File: config.mk
export PLATFORM = sky130hd
export DESIGN_NAME = alu_issue_ctrl
export DESIGN_NICKNAME = d
export VERILOG_FILES = /design/src/rtl/alu_issue_ctrl.sv
export SDC_FILE = /design/constraint.sdc
export NUM_CORES = 1
export LEC_CHECK = 0
export ABC_AREA = 0
export BUFFER_PORTS_ARGS = -buffer_cell sky130_fd_sc_hd__buf_2
export CORE_ASPECT_RATIO = 0.7
export CORE_UTILIZATION = 45
export DETAILED_ROUTE_END_ITERATION = 8
export PLACE_DENSITY = 0.8
export SYNTH_ARGS = -nofsm -noshare
export SYNTH_HDL_FRONTEND = slang
export SYNTH_SLANG_ARGS = --single-unit
export TNS_END_PERCENT = 5
File: constraint.sdc
create_clock -name clk -period 4.6 [get_ports clk]
set_clock_uncertainty 0.2 [all_clocks]
set_input_delay 0.23 -clock clk [delete_from_list [all_inputs] [get_ports clk]]
set_output_delay 0.23 -clock clk [all_outputs]
set_load 0.01 [all_outputs]
File: src/rtl/alu_issue_ctrl.sv
// Issue/sequencing controller for the 32-bit SPARC ALU: registers operands at accept,
// strobes the ALU enable for one cycle, captures result/flags and owns the icc register.
module alu_issue_ctrl (
  input  logic        clk,
  input  logic        reset,
  input  logic        issue_valid,
  output logic        issue_ready,
  input  logic [5:0]  op3,
  input  logic        is_sethi,
  input  logic        i_bit,
  input  logic [31:0] rs1_data,
  input  logic [31:0] rs2_data,
  input  logic [12:0] simm13,
  input  logic [21:0] imm22,
  input  logic        flush,
  output logic [31:0] alu_a,
  output logic [31:0] alu_b,
  output logic [5:0]  alu_opcode,
  output logic        alu_en,
  output logic        alu_carry,
  input  logic [31:0] alu_result,
  input  logic        alu_n,
  input  logic        alu_z,
  input  logic        alu_v,
  input  logic        alu_c,
  output logic        res_valid,
  input  logic        res_ready,
  output logic [31:0] res_data,
  output logic        illegal,
  output logic [3:0]  icc
);

  typedef enum logic [1:0] {StIdle, StStrobe, StSample, StDone} state_e;

  localparam logic [5:0] SethiOpcode = 6'b101010;

  state_e      state_q;
  logic [31:0] simm_ext;
  logic [31:0] operand_b;
  logic        cc_op;
  logic        arith_cc;

  function automatic logic op3_supported(input logic [5:0] op);
    case (op)
      6'b000000, 6'b010000, 6'b001000, 6'b011000,
      6'b000100, 6'b010100, 6'b001100, 6'b011100,
      6'b000001, 6'b010001, 6'b000101, 6'b010101,
      6'b000010, 6'b010010, 6'b000110, 6'b010110,
      6'b000011, 6'b010011, 6'b000111, 6'b010111,
      6'b100101, 6'b100110, 6'b100111: op3_supported = 1'b1;
      default:                         op3_supported = 1'b0;
    endcase
  endfunction

  // Operand B selection and cc-op decode from the held opcode
  always_comb begin
    simm_ext  = {{19{simm13[12]}}, simm13};
    operand_b = i_bit ? simm_ext : rs2_data;
    // SETHI's opcode has bit 5 set, so it never qualifies as a cc op
    cc_op     = ~alu_opcode[5] & alu_opcode[4];
    // addcc/subcc/addxcc/subxcc all have op3[1:0] == 00
    arith_cc  = (alu_opcode[1:0] == 2'b00);
  end

  assign issue_ready = (state_q == StIdle);
  // icc only changes in SAMPLE, after the ALU has consumed the carry
  assign alu_carry   = icc[0];

  // Sequencing FSM with registered ALU drive, result and condition codes
  always_ff @(posedge clk or posedge reset) begin
    if (reset) begin
      state_q    <= StIdle;
      alu_a      <= 32'h0;
      alu_b      <= 32'h0;
      alu_opcode <= 6'h0;
      alu_en     <= 1'b0;
      res_valid  <= 1'b0;
      res_data   <= 32'h0;
      illegal    <= 1'b0;
      icc        <= 4'b0000;
    end else begin
      case (state_q)
        StIdle: begin
          if (issue_valid && !flush) begin
            if (is_sethi) begin
              alu_a      <= rs1_data;
              alu_b      <= {10'b0, imm22};
              alu_opcode <= SethiOpcode;
              alu_en     <= 1'b1;
              state_q    <= StStrobe;
            end else if (op3_supported(op3)) begin
              alu_a      <= rs1_data;
              alu_b      <= operand_b;
              alu_opcode <= op3;
              alu_en     <= 1'b1;
              state_q    <= StStrobe;
            end else begin
              res_valid <= 1'b1;
              illegal   <= 1'b1;
              res_data  <= 32'h0;
              state_q   <= StDone;
            end
          end
        end
        StStrobe: begin
          alu_en  <= 1'b0;
          state_q <= flush ? StIdle : StSample;
        end
        StSample: begin
          if (flush) begin
            state_q <= StIdle;
          end else begin
            res_data  <= alu_result;
            res_valid <= 1'b1;
            illegal   <= 1'b0;
            if (cc_op) begin
              icc <= arith_cc ? {alu_n, alu_z, alu_v, alu_c} : {alu_n, alu_z, 2'b00};
            end
            state_q <= StDone;
          end
        end
        StDone: begin
          if (flush || res_ready) begin
            res_valid <= 1'b0;
            illegal   <= 1'b0;
            state_q   <= StIdle;
          end
        end
        default: state_q <= StIdle;
      endcase
    end
  end

endmodule

==> metrics.md <==
| Metric | Value |
|---|---|
| DIE HEIGHT | 89.1 µm |
| WHS Path Cells | 3 |
| Congestion Overflow GR | 0 |
| Sink of the worst hold path | alu_b[19]$_DFFE_PP0P_ |
| Die area | 11300 µm² |
| Largest net degree at the start of global routing | 74 |
| Register area | about 2800 µm² |
| Worst Tran Pin Value | about 1.2 ns |
| Post-CTS Hold Buffers | 103 |
| P&R area growth vs syn | 53.3% |
| Non-Filler Instances | between 900 and 1000 |
| Area of the multi-input gates | about 1900 µm² |
| GPL Wtd Cong | around 0.76 |
| Slew Limit Fails | 0 |
| H-tree depth | 3 |
| Kind of critical path | in -> reg |
| Clk Latency, worst-skew pair | 0.34 ns |
| Yosys top cell by area | dfrtp_1 |
| Max Cap Viol | 0 |
| Worst hold path type | in -> reg |
| Initial antenna violation count | 0 |
| Post-DP HPWL | 9920 µm |
| Finished Core Util | around 72% |
| First-pass GRT wire length | 24100 µm |
| DR pass1 iterations | 5 |
| Crit path buffers/inverters | 2 |
| Final min period | ~2.9 ns |
| Layout Nets | 930 |
| Synth unique cells | 43 |
| Max Clock Freq | 351 MHz |
| Yosys warnings | 0 |
| Setup_tns | 0 ns |
| Area of the core | 10400 µm² |
| Post-synth EDFFs | 0 |
| Worst reg-to-reg path cell count | 4 |
| Yosys top cell area share | 57.0% |
| CTS tree | done |
| Max clock buf depth | 2 |
| # port buffers | 258 |
| CTS resizes | 0 |
| IO Pins | 259 |
| Status | complete, no violations |
| Clock Sinks | 111 |
| Worst R2R End | alu_a[3]$_DFFE_PP0P_ |
| Nature of the critical path endpoint | register |
| Fin area | ~7500 µm² |
| Number of vias per cell | 5.28 |
| Syn avg cell area | 11.1 µm² |
| R2r setup slk | 1.81 ns |
| Final Hold Fails | 0 |
| Placed cell count | 800 |
| Slew HR | between 15 and 20% |
| Syn_nets | 589 |
| Leakage | 0.00374 µW |
| Slowest CP cell | o21ai_2 |
| Period utilization | 62.0% |
| Antenna Violating Nets Remaining | 0 |
| Top post-synthesis cells by area | dfrtp_1, a21oi_1, mux2_4, nand2_1, a211oi_1 |
| Top FF cell, synth | dfrtp_1 |
| Diode count | 0 |
| Power Dens Cells | 419 nW/µm² |
| WHS | 0.00531 ns |
| Synthesized cell area | roughly 4900 µm² |
| Initial Util | 46.7% |
| Crit-path cells | dlygate4sd3_1 -> buf_2 -> nand2b_1 -> o21ai_2 -> and2_4 -> mux2_2 |
| Drt wl/cell | 17.1 µm |
| Initial DRC count | 296 |
| CP delay by family, top | simple AND/OR/NAND/NOR gates |
| Die W | 126 µm |
| Max VDD drop | 0.000242 V |
| Worst Path Arrival | 2.88 ns |
| Layout cells sized above 1 | 39.8% |
| Critical path startpoint category | primary input |
| Crit-path max FO | 36 |
| DP Area | 6160 µm² |
| Post-Synthesis Cells | around 440 |
| Filler Cell Count | 708 |
| Root buffer cell | clkbuf_16 |
| Gr usage total | 27.7% |
| Clock transition at path regs | 0.08 ns |
| Vias in the first global route | 4780 |
| Hold Startpoint | imm22[19] |
| RSZ-0062 raised after global routing | no |
| Drt drc | 0 |
| FP Rows | 31 |
| Yosys reg bits | about 110 |
| Number of setup violations in the final report | 0 |
| Final wirelength | roughly 16000 µm |
| Ys async rst share | 100% |
| Vias post-DR | slightly below 5000 |
| Worst reg2reg startpoint | state_q[0]$_DFFE_PP0P_ |
| Stages on worst setup path | 6 |
| Slowest cell delay on critical path | approximately 0.70 ns |
| Sequential area share after synthesis | 57.0% |
| Setup Buffers After CTS | 0 |
| TritonCTS Buffers | 9 |
| CP required | around 4.6 ns |
==> state kept, by name (all words and copies together), names as in the netlist <==
signal      flops
icc             4
alu_en          1
res_data       32
res_valid       1
alu_opcode      6
state_q         2
alu_b          32
illegal         1
alu_a          32
==> cell type report <==
cell class	count	share of cell area, %
Multi-Input combinational cell	290	25.2
Sequential cell	111	37.2
Clock buffer	10	3.06
Tap cell	132	2.21
Timing Repair Buffer	364	31.4
Inverter	6	0.335
Clock inverter	6	0.686
==> where the power goes <==
group          switching [µW]  leakage (µW)  internal, µW
logic                     488       0.00224           498
registers                 167       0.00136          1240
clock network             362      0.000139           377
==> worst max path at each step <==
| stage | start | endpoint | slack [ns] |
|---|---|---|---|
| after floorplan | reset | alu_a[0]$_DFFE_PP0P_ | 1.24 |
| after global placement | state_q[0]$_DFFE_PP0P_ | alu_a[1]$_DFFE_PP0P_ | 1.89 |
| after detailed placement | state_q[0]$_DFFE_PP0P_ | alu_a[31]$_DFFE_PP0P_ | 1.79 |
| after CTS | op3[4] | alu_a[4]$_DFFE_PP0P_ | 1.72 |
| after global routing | op3[4] | alu_a[3]$_DFFE_PP0P_ | 1.60 |
| final | op3[4] | alu_a[3]$_DFFE_PP0P_ | 1.75 |
==> stage by stage <==
step	worst slack, ns	total power, µW
finish	1.75	3130
global route	1.60	3290
CTS	1.72	3130
detailed placement	1.79	2310
global placement	1.89	2270
floorplan	1.24	1890
==> placed cells by master, fill, tap and decap left out, types with 2 or more instances in the layout <==
cell type | Yosys | final
mux2_2 | 8 | 8
dlygate4sd3_1 | 0 | 103
a21oi_1 | 74 | 74
o21ai_1 | 3 | 2
nand2b_1 | 2 | 2
mux2_1 | 6 | 6
nand4_1 | 2 | 2
mux2i_1 | 12 | 12
nor2_1 | 25 | 25
a22o_1 | 3 | 3
clkinv_4 | 0 | 2
o211a_1 | 2 | 2
dfrtp_1 | 111 | 111
a211oi_1 | 22 | 22
clkbuf_16 | 0 | 9
nand2_1 | 73 | 73
inv_1 | 6 | 5
inv_6 | 0 | 2
buf_2 | 9 | 258
buf_4 | 1 | 3
o21ai_0 | 7 | 7
o2bb2ai_1 | 10 | 10
mux2_4 | 20 | 20
nand3_1 | 2 | 2
or2_2 | 2 | 2
==> cell families after synthesis <==
family / synth area share, %
compound gates: 16.4
simple gates: 10.1
flops: 57.0
mux: 11.9
buf+inv: 4.67
==> synth_stat cells, types with 2 or more instances <==
cell type  instances
a21oi_1           74
nand3_1            2
nor2_1            25
buf_12             2
a22o_1             3
nand2_1           73
buf_8              2
a211oi_1          22
clkbuf_1          18
o211a_1            2
or2_2              2
inv_1              6
mux2i_1           12
o2bb2ai_1         10
buf_2              9
mux2_2             8
o21ai_0            7
o21ai_1            3
nand2b_1           2
dfrtp_1          111
nand4_1            2
mux2_4            20
mux2_1             6
==> per-layer routing <==
| layer | share of wire [%] | track usage (%) | vias to the layer above |
|---|---|---|---|
| li1 | - | - | 2229 |
| met1 | 40 | 33.1 | 2361 |
| met2 | 51 | 50.7 | 227 |
| met3 | 6.2 | 6.04 | 31 |
| met4 | 2.0 | 9.20 | 0 |
| met5 | 0 | 0 | - |
==> worst register-to-register path, stage by stage (launching register included) <==
cell and delay [ns]:
dfrtp_1 0.50, nor4b_4 0.42, o31a_2 0.50, and2_4 0.61, mux2_2 0.44
Note: power is estimated with default switching activity, not from simulation.
